File: config.mk
export PLATFORM = sky130hd
export DESIGN_NAME = acc_ctrl_fsm
export DESIGN_NICKNAME = d
export VERILOG_FILES = /design/src/rtl/acc_ctrl_fsm.sv
export SDC_FILE = /design/constraint.sdc
export NUM_CORES = 1
export LEC_CHECK = 0
export CAP_MARGIN = 20
export CORE_MARGIN = 2
export CORE_UTILIZATION = 42
export DETAILED_ROUTE_END_ITERATION = 8
export GPL_ROUTABILITY_DRIVEN = 0
export PLACE_DENSITY = 0.81
export SYNTH_ARGS = -nofsm -noshare
export SYNTH_HDL_FRONTEND = slang
export SYNTH_SLANG_ARGS = --single-unit
File: constraint.sdc
create_clock -name clk -period 2.1 [get_ports clk]
set_input_delay 0.21 -clock clk [delete_from_list [all_inputs] [get_ports clk]]
set_output_delay 0.21 -clock clk [all_outputs]
set_load 0.05 [all_outputs]
File: src/rtl/acc_ctrl_fsm.sv
// acc_ctrl_fsm: multi-cycle control FSM for the 16-bit accumulator core; ACC_CTRL_ILLEGAL_TRAP_EN traps illegal opcodes into HALT
module acc_ctrl_fsm #(
  parameter int RETIRE_W = 16
) (
  input  logic                clk,
  input  logic                reset,
  input  logic [15:0]         instr,
  input  logic                zero,
  output logic                pc_write,
  output logic [1:0]          pc_src_sel,
  output logic                ir_write,
  output logic                mem_read,
  output logic                mem_write,
  output logic                acc_write,
  output logic [2:0]          acc_src_sel,
  output logic [2:0]          alu_op,
  output logic [2:0]          state,
  output logic                halted,
`ifdef ACC_CTRL_ILLEGAL_TRAP_EN
  output logic                illegal,
`endif
  output logic [RETIRE_W-1:0] retired
);
  typedef enum logic [2:0] {FETCH, DECODE, EXEC, MEM, WB, HALT} state_t;
  state_t cur, nxt;
  logic [3:0] op;
  logic unused_imm;
  assign op = instr[15:12];
  assign unused_imm = ^instr[11:0];
  assign state = cur;
`ifdef ACC_CTRL_ILLEGAL_TRAP_EN
  logic illegal_op, illegal_q;
  assign illegal_op = op inside {[4'hA:4'hE]};
  assign illegal = illegal_q & ~reset;
`endif
  always_comb begin
    nxt = FETCH;
    pc_write = 1'b0;
    pc_src_sel = 2'b00;
    ir_write = 1'b0;
    mem_read = 1'b0;
    mem_write = 1'b0;
    acc_write = 1'b0;
    acc_src_sel = 3'b000;
    alu_op = 3'b000;
    halted = 1'b0;
    case (cur)
      FETCH: begin
        mem_read = 1'b1;
        ir_write = 1'b1;
        pc_write = 1'b1;
        nxt = DECODE;
      end
      DECODE: begin
        case (op)
          4'h1: begin
            acc_write = 1'b1;
            acc_src_sel = 3'b001;
          end
          4'h8: begin
            pc_write = zero;
            pc_src_sel = 2'b10;
          end
          4'h9: begin
            pc_write = 1'b1;
            pc_src_sel = 2'b01;
          end
          4'h2, 4'h3: nxt = MEM;
          4'h4, 4'h5, 4'h6, 4'h7: nxt = EXEC;
          4'hF: nxt = HALT;
`ifdef ACC_CTRL_ILLEGAL_TRAP_EN
          default: nxt = illegal_op ? HALT : FETCH;
`else
          default: nxt = FETCH;
`endif
        endcase
      end
      EXEC: begin
        alu_op = {1'b0, op[1:0]};
        nxt = WB;
      end
      MEM: begin
        mem_read = op == 4'h2;
        mem_write = op != 4'h2;
        nxt = op == 4'h2 ? WB : FETCH;
      end
      WB: begin
        acc_write = 1'b1;
        acc_src_sel = op == 4'h2 ? 3'b010 : 3'b000;
        alu_op = op == 4'h2 ? 3'b000 : {1'b0, op[1:0]};
      end
      HALT: begin
        halted = 1'b1;
        nxt = HALT;
      end
      default: nxt = FETCH;
    endcase
    // reset aborts the current step: nothing reaches the datapath
    if (reset) begin
      pc_write = 1'b0;
      pc_src_sel = 2'b00;
      ir_write = 1'b0;
      mem_read = 1'b0;
      mem_write = 1'b0;
      acc_write = 1'b0;
      acc_src_sel = 3'b000;
      alu_op = 3'b000;
      halted = 1'b0;
    end
  end
  always_ff @(posedge clk) begin
    if (reset) begin
      cur <= FETCH;
      retired <= '0;
    end else begin
      cur <= nxt;
      if ((nxt == FETCH && cur != FETCH) || (nxt == HALT && cur != HALT))
        retired <= retired + RETIRE_W'(1);
    end
  end
`ifdef ACC_CTRL_ILLEGAL_TRAP_EN
  always_ff @(posedge clk) begin
    if (reset) illegal_q <= 1'b0;
    else if (cur == DECODE && illegal_op) illegal_q <= 1'b1;
  end
`endif
endmodule

==> results.json, run 1 <==
{
  "synth_most_common_cell": "dfxtp_1",
  "clk_pin_slew_ns": 0.11,
  "grt_pass1_wl_mm": 5.24,
  "numCtsBuffers": 3,
  "layout-drive-gt1-share": 0.268,
  "crit_type": "in2out",
  "yosys.area.top_type": "dfxtp_1",
  "die_x_um": 57.1,
  "synth_edf_count": 0,
  "powerDensity_nw_per_um2": 539,
  "grt_use_total": 0.199,
  "min_period_ns": 2.06,
  "cts_tree": "done",
  "grt_max_degree": 23,
  "finalHoldViolCount": 0,
  "ys_top_cells_by_area": "dfxtp_1 (32%), a21oi_1 (7.2%), o21ai_0 (6.3%)",
  "grt_overflow": 0,
  "dr.pass1.iters": 4,
  "place.detailed.hpwl_mm": 2.38,
  "cts.path.max_buffers": 2,
  "clk_latency_ns": 0.30,
  "dieArea_um2": 3260,
  "area_delta_synth_final_pct": 48.5,
  "final_area_um2": 1760,
  "maxSlewHeadroom": 0.663,
  "fp-row-count": 19,
  "synthesis.area_um2": 1180,
  "cts_max_level": 1,
  "synth_flop_cell": "dfxtp_1",
  "post-place-cells": 217,
  "layout.nets": 211,
  "ys_async_sr_fraction": 0,
  "crit_arrival_ns": 1.85,
  "yosysSeqAreaShare": 0.321,
  "fin_util": 0.649,
  "p_total_mw": 0.948,
  "required_ns": 1.89,
  "ctsHoldBuffers": 0,
  "worst-path-max-fanout": 5,
  "yosys_warnings": 0,
  "vias": 1240,
  "fmax_ghz": 0.486,
  "root_buffer": "clkbuf_4",
  "wirelength_mm": 3.22,
  "tightest_slew_ns": 0.504,
  "place_ws_ns": -0.180,
  "postCtsSetupBuffers": 0,
  "wl_per_cell_um": 14.6,
  "vdd_drop_max_v": 0.000401,
  "rr_worst_depth": 5,
  "antenna_found_initial": 0,
  "fin_skew_ns": 0.00719,
  "status": "completed",
  "drt.antenna.violating_nets": 0,
  "slew_violations": 0,
  "min_path_type": "reg2reg",
  "setup_viol": 0,
  "die_h_um": 57.1,
  "fin_crit_sh": 0.979,
  "stdcell_count": 221,
  "holdPathStages": 2,
  "core_area_um2": 2710,
  "drt_iter0_markers": 25,
  "clock_sinks": 19,
  "antenna_cells": 0,
  "ys_types": 44,
  "vias_per_cell": 5.61,
  "maxCapViolations": 0,
  "io_buffers": 37,
  "grt_pass1_vias": 1191,
  "dpl_cell_area_um2": 1720,
  "drc": 0,
  "ys_top_cells_by_count": "dfxtp_1 (19), a21oi_1 (17), o21ai_0 (15)",
  "synth_top_cell_area_share": 0.321,
  "ys_seq_elements": 19,
  "end_kind": "output pin",
  "initial_core_util": 0.437,
  "syn_avg_cell_area_um2": 7.95,
  "setup_ws_ns": 0.0434,
  "syn_inst": 149,
  "p_leak_nw": 0.631,
  "pin_count": 52,
  "cp-start-kind": "primary input"
}
==> routing by layer <==
layer,vias to the layer above,part of all wire,GRT usage
met5,-,0,0
met4,0,0.0062,0.0432
met3,4,0.035,0.0408
met2,26,0.55,0.358
met1,595,0.41,0.244
li1,615,-,-
==> layout by cell type, fill, tap and decap left out, drive strengths merged, types with 2 or more instances in the layout <==
cell type      netlist  routed
and3b                2       2
and2b                2       2
or2                  2       2
nand2b               2       2
buf                  5      22
dfxtp               19      19
a21oi               17      17
nand2               12      12
o21a                 2       2
conb                 1       2
o21ai               15      15
o31ai                2       2
nor2                13      13
inv                  5       5
clkbuf               4       3
or3                 13      13
and3                 4       4
clkdlybuf4s50        0      24
nand4                3       3
nand3                8       8
==> registers in the layout (all words and copies together) (netlist names) <==
register	cells
state	3
retired	16
==> worst max-delay path, cell delays in order <==
cell and delay (ns):
clkdlybuf4s50_1 0.51, or4b_4 0.54, buf_4 0.18, nor2_1 0.11, o21a_1 0.16, buf_12 0.14
==> final timing paths <==
kind,from,to,slack [ns]
worst min register to register,retired[9],retired[9],0.51
worst max register to register,state[1],retired[15],0.17
worst min-delay path,retired[9],retired[9],0.51
worst max-delay path,instr[14],mem_read,0.04
==> through the flow <==
stage	TNS, ns	hold WS [ns]
floorplan	-0.0649	0.423
detailed placement	-2.12	0.481
global placement	-1.13	0.475
finish	0	0.507
CTS	0	0.497
global route	-0.0130	0.526
==> cells by family (layout without fill, tap and decap cells) <==
logic type,count (synthesis),in the layout,synth area share
buffers and inverters,16,56,0.116
AOI/OAI and AO/OA,43,43,0.218
muxes,1,1,0.00845
and+or+nand+nor,67,67,0.316
xor gates and xnor gates,1,1,0.00739
other,1,2,0.00316
DFF,19,19,0.321
adders and majority gates,1,1,0.0106
==> area by class of cell <==
type | count | area (µm²)
well taps | 31 | 38.8
repair buffers | 47 | 577
clock buffers | 3 | 22.5
inverters | 5 | 18.8
fillers | 227 | 951
clock inverters | 1 | 5.00
flip-flops and latches | 19 | 387
multi-input cells | 115 | 711
==> timing repair <==
action	4_1_cts	5_1_grt
resized for setup	3	3
pin swaps	0	1
setup endpoints to repair	3	3
==> power breakdown <==
group	leakage, nW	internal [mW]	total [mW]	switching [mW]
sequential	0.155	0.376	0.405	0.0292
combinational	0.458	0.150	0.353	0.203
clock	0.0177	0.0711	0.190	0.118
Note: power is estimated with default switching activity, not from simulation.
==> inputs of run 2 (changes only) <==
--- a/config.mk
+++ b/config.mk
@@ -7,10 +7,10 @@
 export LEC_CHECK = 0
 export CAP_MARGIN = 20
 export CORE_MARGIN = 2
-export CORE_UTILIZATION = 42
+export CORE_UTILIZATION = 37
 export DETAILED_ROUTE_END_ITERATION = 8
 export GPL_ROUTABILITY_DRIVEN = 0
-export PLACE_DENSITY = 0.81
+export PLACE_DENSITY = 0.76
 export SYNTH_ARGS = -nofsm -noshare
 export SYNTH_HDL_FRONTEND = slang
 export SYNTH_SLANG_ARGS = --single-unit
==> constraint.sdc (replaced) <==
create_clock -name clk -period 1.8 [get_ports clk]
set_input_delay 0.18 -clock clk [delete_from_list [all_inputs] [get_ports clk]]
set_output_delay 0.18 -clock clk [all_outputs]
set_load 0.05 [all_outputs]
==> run 2 against run 1 <==
  * Clock skew fell by 0.0027 ns
  * Register-to-register slack got worse by 0.14 ns
  * Clock power rose by 14%
  * Via count rose by 7.5%
  * Largest cell class unchanged
==> results.json, run 2 (synthesis gave the netlist of run 1 again) <==
{
  "maxSlewHeadroom": 0.657,
  "p_int_mw": 0.751,
  "dieArea_um2": 3670,
  "grt_util_met3": 0.0512,
  "grt_pass1_wl_mm": 5.24,
  "end_kind": "output pin",
  "pin_count": 52,
  "fp-row-count": 20,
  "core_area_um2": 3050,
  "die_x_um": 60.6,
  "rrSetupSlack_ns": 0.03,
  "seqPwrFrac": 0.393,
  "met2_usage": 0.329,
  "final_area_um2": 2000,
  "min_period_ns": 1.79,
  "r2r-start": "state[0]",
  "root_buffer": "clkbuf_4",
  "min_path_type": "reg2reg",
  "top_register": "retired",
  "cts.path.max_buffers": 2,
  "hold_ws_ns": 0.491,
  "vias": 1333,
  "wirelength_mm": 3.50,
  "initial_core_util": 0.388,
  "drt.antenna.violating_nets": 0,
  "switchingPower_mw": 0.434,
  "drc": 0,
  "use_met1": 0.218,
  "cpPeakStageDelay_ns": 0.36,
  "vias_per_cell": 5.38,
  "slew_violations": 0,
  "whs_endpoint": "retired[9]",
  "ctsHoldBuffers": 0,
  "top_usage_layer": "met2",
  "required_ns": 1.62,
  "swShare": 0.366,
  "rsz0062_at_grt": "true",
  "area_delta_synth_final_pct": 68.7,
  "cts_tree": "done",
  "final_cell_mix": "buf_4 (21), clkdlybuf4s50_1 (19), a21oi_1 (13), buf_12 (13)",
  "die_h_um": 60.6,
  "tightest_slew_ns": 0.514,
  "grt_pass1_vias": 1220,
  "cts_max_level": 1,
  "power_frac_clock": 0.182,
  "crit_chain": "and2b_2, nand2_2, nor3_4, and3b_2, nand2b_4, buf_12",
  "final_common_cell": "buf_4",
  "antenna_cells": 0,
  "grt_overflow": 0,
  "wl_per_cell_um": 14.1,
  "p_leak_nw": 0.745,
  "largest_register_ffs": 16,
  "rr_worst_depth": 7,
  "dpl_cell_area_um2": 1820,
  "powerDensity_nw_per_um2": 593,
  "crit_arrival_ns": 1.61,
  "maxCapViolations": 0,
  "setup_viol": 0,
  "clk_pin_slew_ns": 0.11,
  "status": "completed",
  "fin_skew_ns": 0.00453,
  "fin_crit_sh": 0.992,
  "finalHoldViolCount": 0,
  "vdd_drop_max_v": 0.000468,
  "regToRegEndpoint": "retired[15]",
  "layout-drive-gt1-share": 0.426,
  "cp-start-kind": "flop",
  "layout.nets": 225,
  "crit_type": "reg2out",
  "grt_use_total": 0.185,
  "clock_sinks": 19,
  "drt_iter0_markers": 39,
  "clk_latency_ns": 0.30,
  "crit_slowest_cell": "dfxtp_4",
  "worst-path-max-fanout": 3,
  "holdPathStages": 2,
  "fmax_ghz": 0.560,
  "numCtsBuffers": 3,
  "place.detailed.hpwl_mm": 2.44,
  "hp-start": "retired[9]",
  "antenna_found_initial": 0,
  "grt_max_degree": 23,
  "io_buffers": 37,
  "comb_power_share": 0.424,
  "dr.pass1.iters": 4
}
## run 2: changes by cell type in the layout (fill, tap and decap cells not counted), moves of 2 or more
cell             delta
buf_4              +12
dfxtp_1            -10
dfxtp_2             +8
clkdlybuf4s50_1     -5
o21ai_0             -5
a21oi_1             -4
a21oi_2             +4
dlygate4sd2_1       +4
o21ai_1             +4
nand2_1             -3
nand2_2             +3
nor2_1              -3
dfxtp_4             +2
nor2_4              +2
## run 2: how the worst max path moves through the flow
stage	from	to	slack (ns)	depth (start not counted)
2_1_floorplan	state[0]	acc_write	-0.02	6
3_3_place_gp	instr[13]	retired[15]	-0.35	7
3_5_place_dp	instr[13]	retired[13]	-0.45	7
4_1_cts	state[1]	acc_write	0.002	6
5_1_grt	state[0]	acc_write	-0.06	6
6_report	state[1]	acc_write	0.01	6
## run 2: cell type report
| class | count | area (µm²) |
|---|---|---|
| fillers | 242 | 1050 |
| multi-input cells | 115 | 801 |
| repair buffers | 61 | 691 |
| flip-flops and latches | 19 | 404 |
| well taps | 44 | 55.1 |
| clock buffers | 4 | 26.3 |
| inverters | 5 | 22.5 |
## run 2: metrics by stage
step	utilization	setup TNS [ns]	cells	worst slack (ns)	total power [mW]
floorplan	-	-0.0395	150	-0.0207	0.766
global route	0.655	-0.177	248	-0.0647	1.24
finish	0.655	0	248	0.0147	1.18
global placement	0.595	-5.50	234	-0.353	0.892
CTS	0.627	0	246	0.00164	1.15
detailed placement	0.595	-6.60	234	-0.449	0.909
## run 2: power groups by stage
stage | Clock, mW | Sequential (mW) | Combinational, mW
after global routing | 0.244 | 0.469 | 0.528
after global placement | 0 | 0.478 | 0.414
after CTS | 0.227 | 0.465 | 0.462
after detailed placement | 0 | 0.481 | 0.428
after floorplan | 0 | 0.524 | 0.242
final | 0.216 | 0.466 | 0.503
## run 2: critical path, delay by kind of cell, from the launching register on
family        cells  cell delay [ns]
simple gates      5             0.80
flops             1             0.36
buf+inv           1             0.13
## run 2: metal layers
| layer | up-vias | routed length [µm] |
|---|---|---|
| li1 | 641 | - |
| met1 | 654 | 1480 |
| met2 | 34 | 1860 |
| met3 | 4 | 137 |
| met4 | 0 | 24 |
| met5 | - | 0 |
## run 2: repair_timing
item	in CTS	in global routing
resized for setup	9	19
setup endpoints to repair	17	16
setup buffers	8	2
pin swaps	3	6
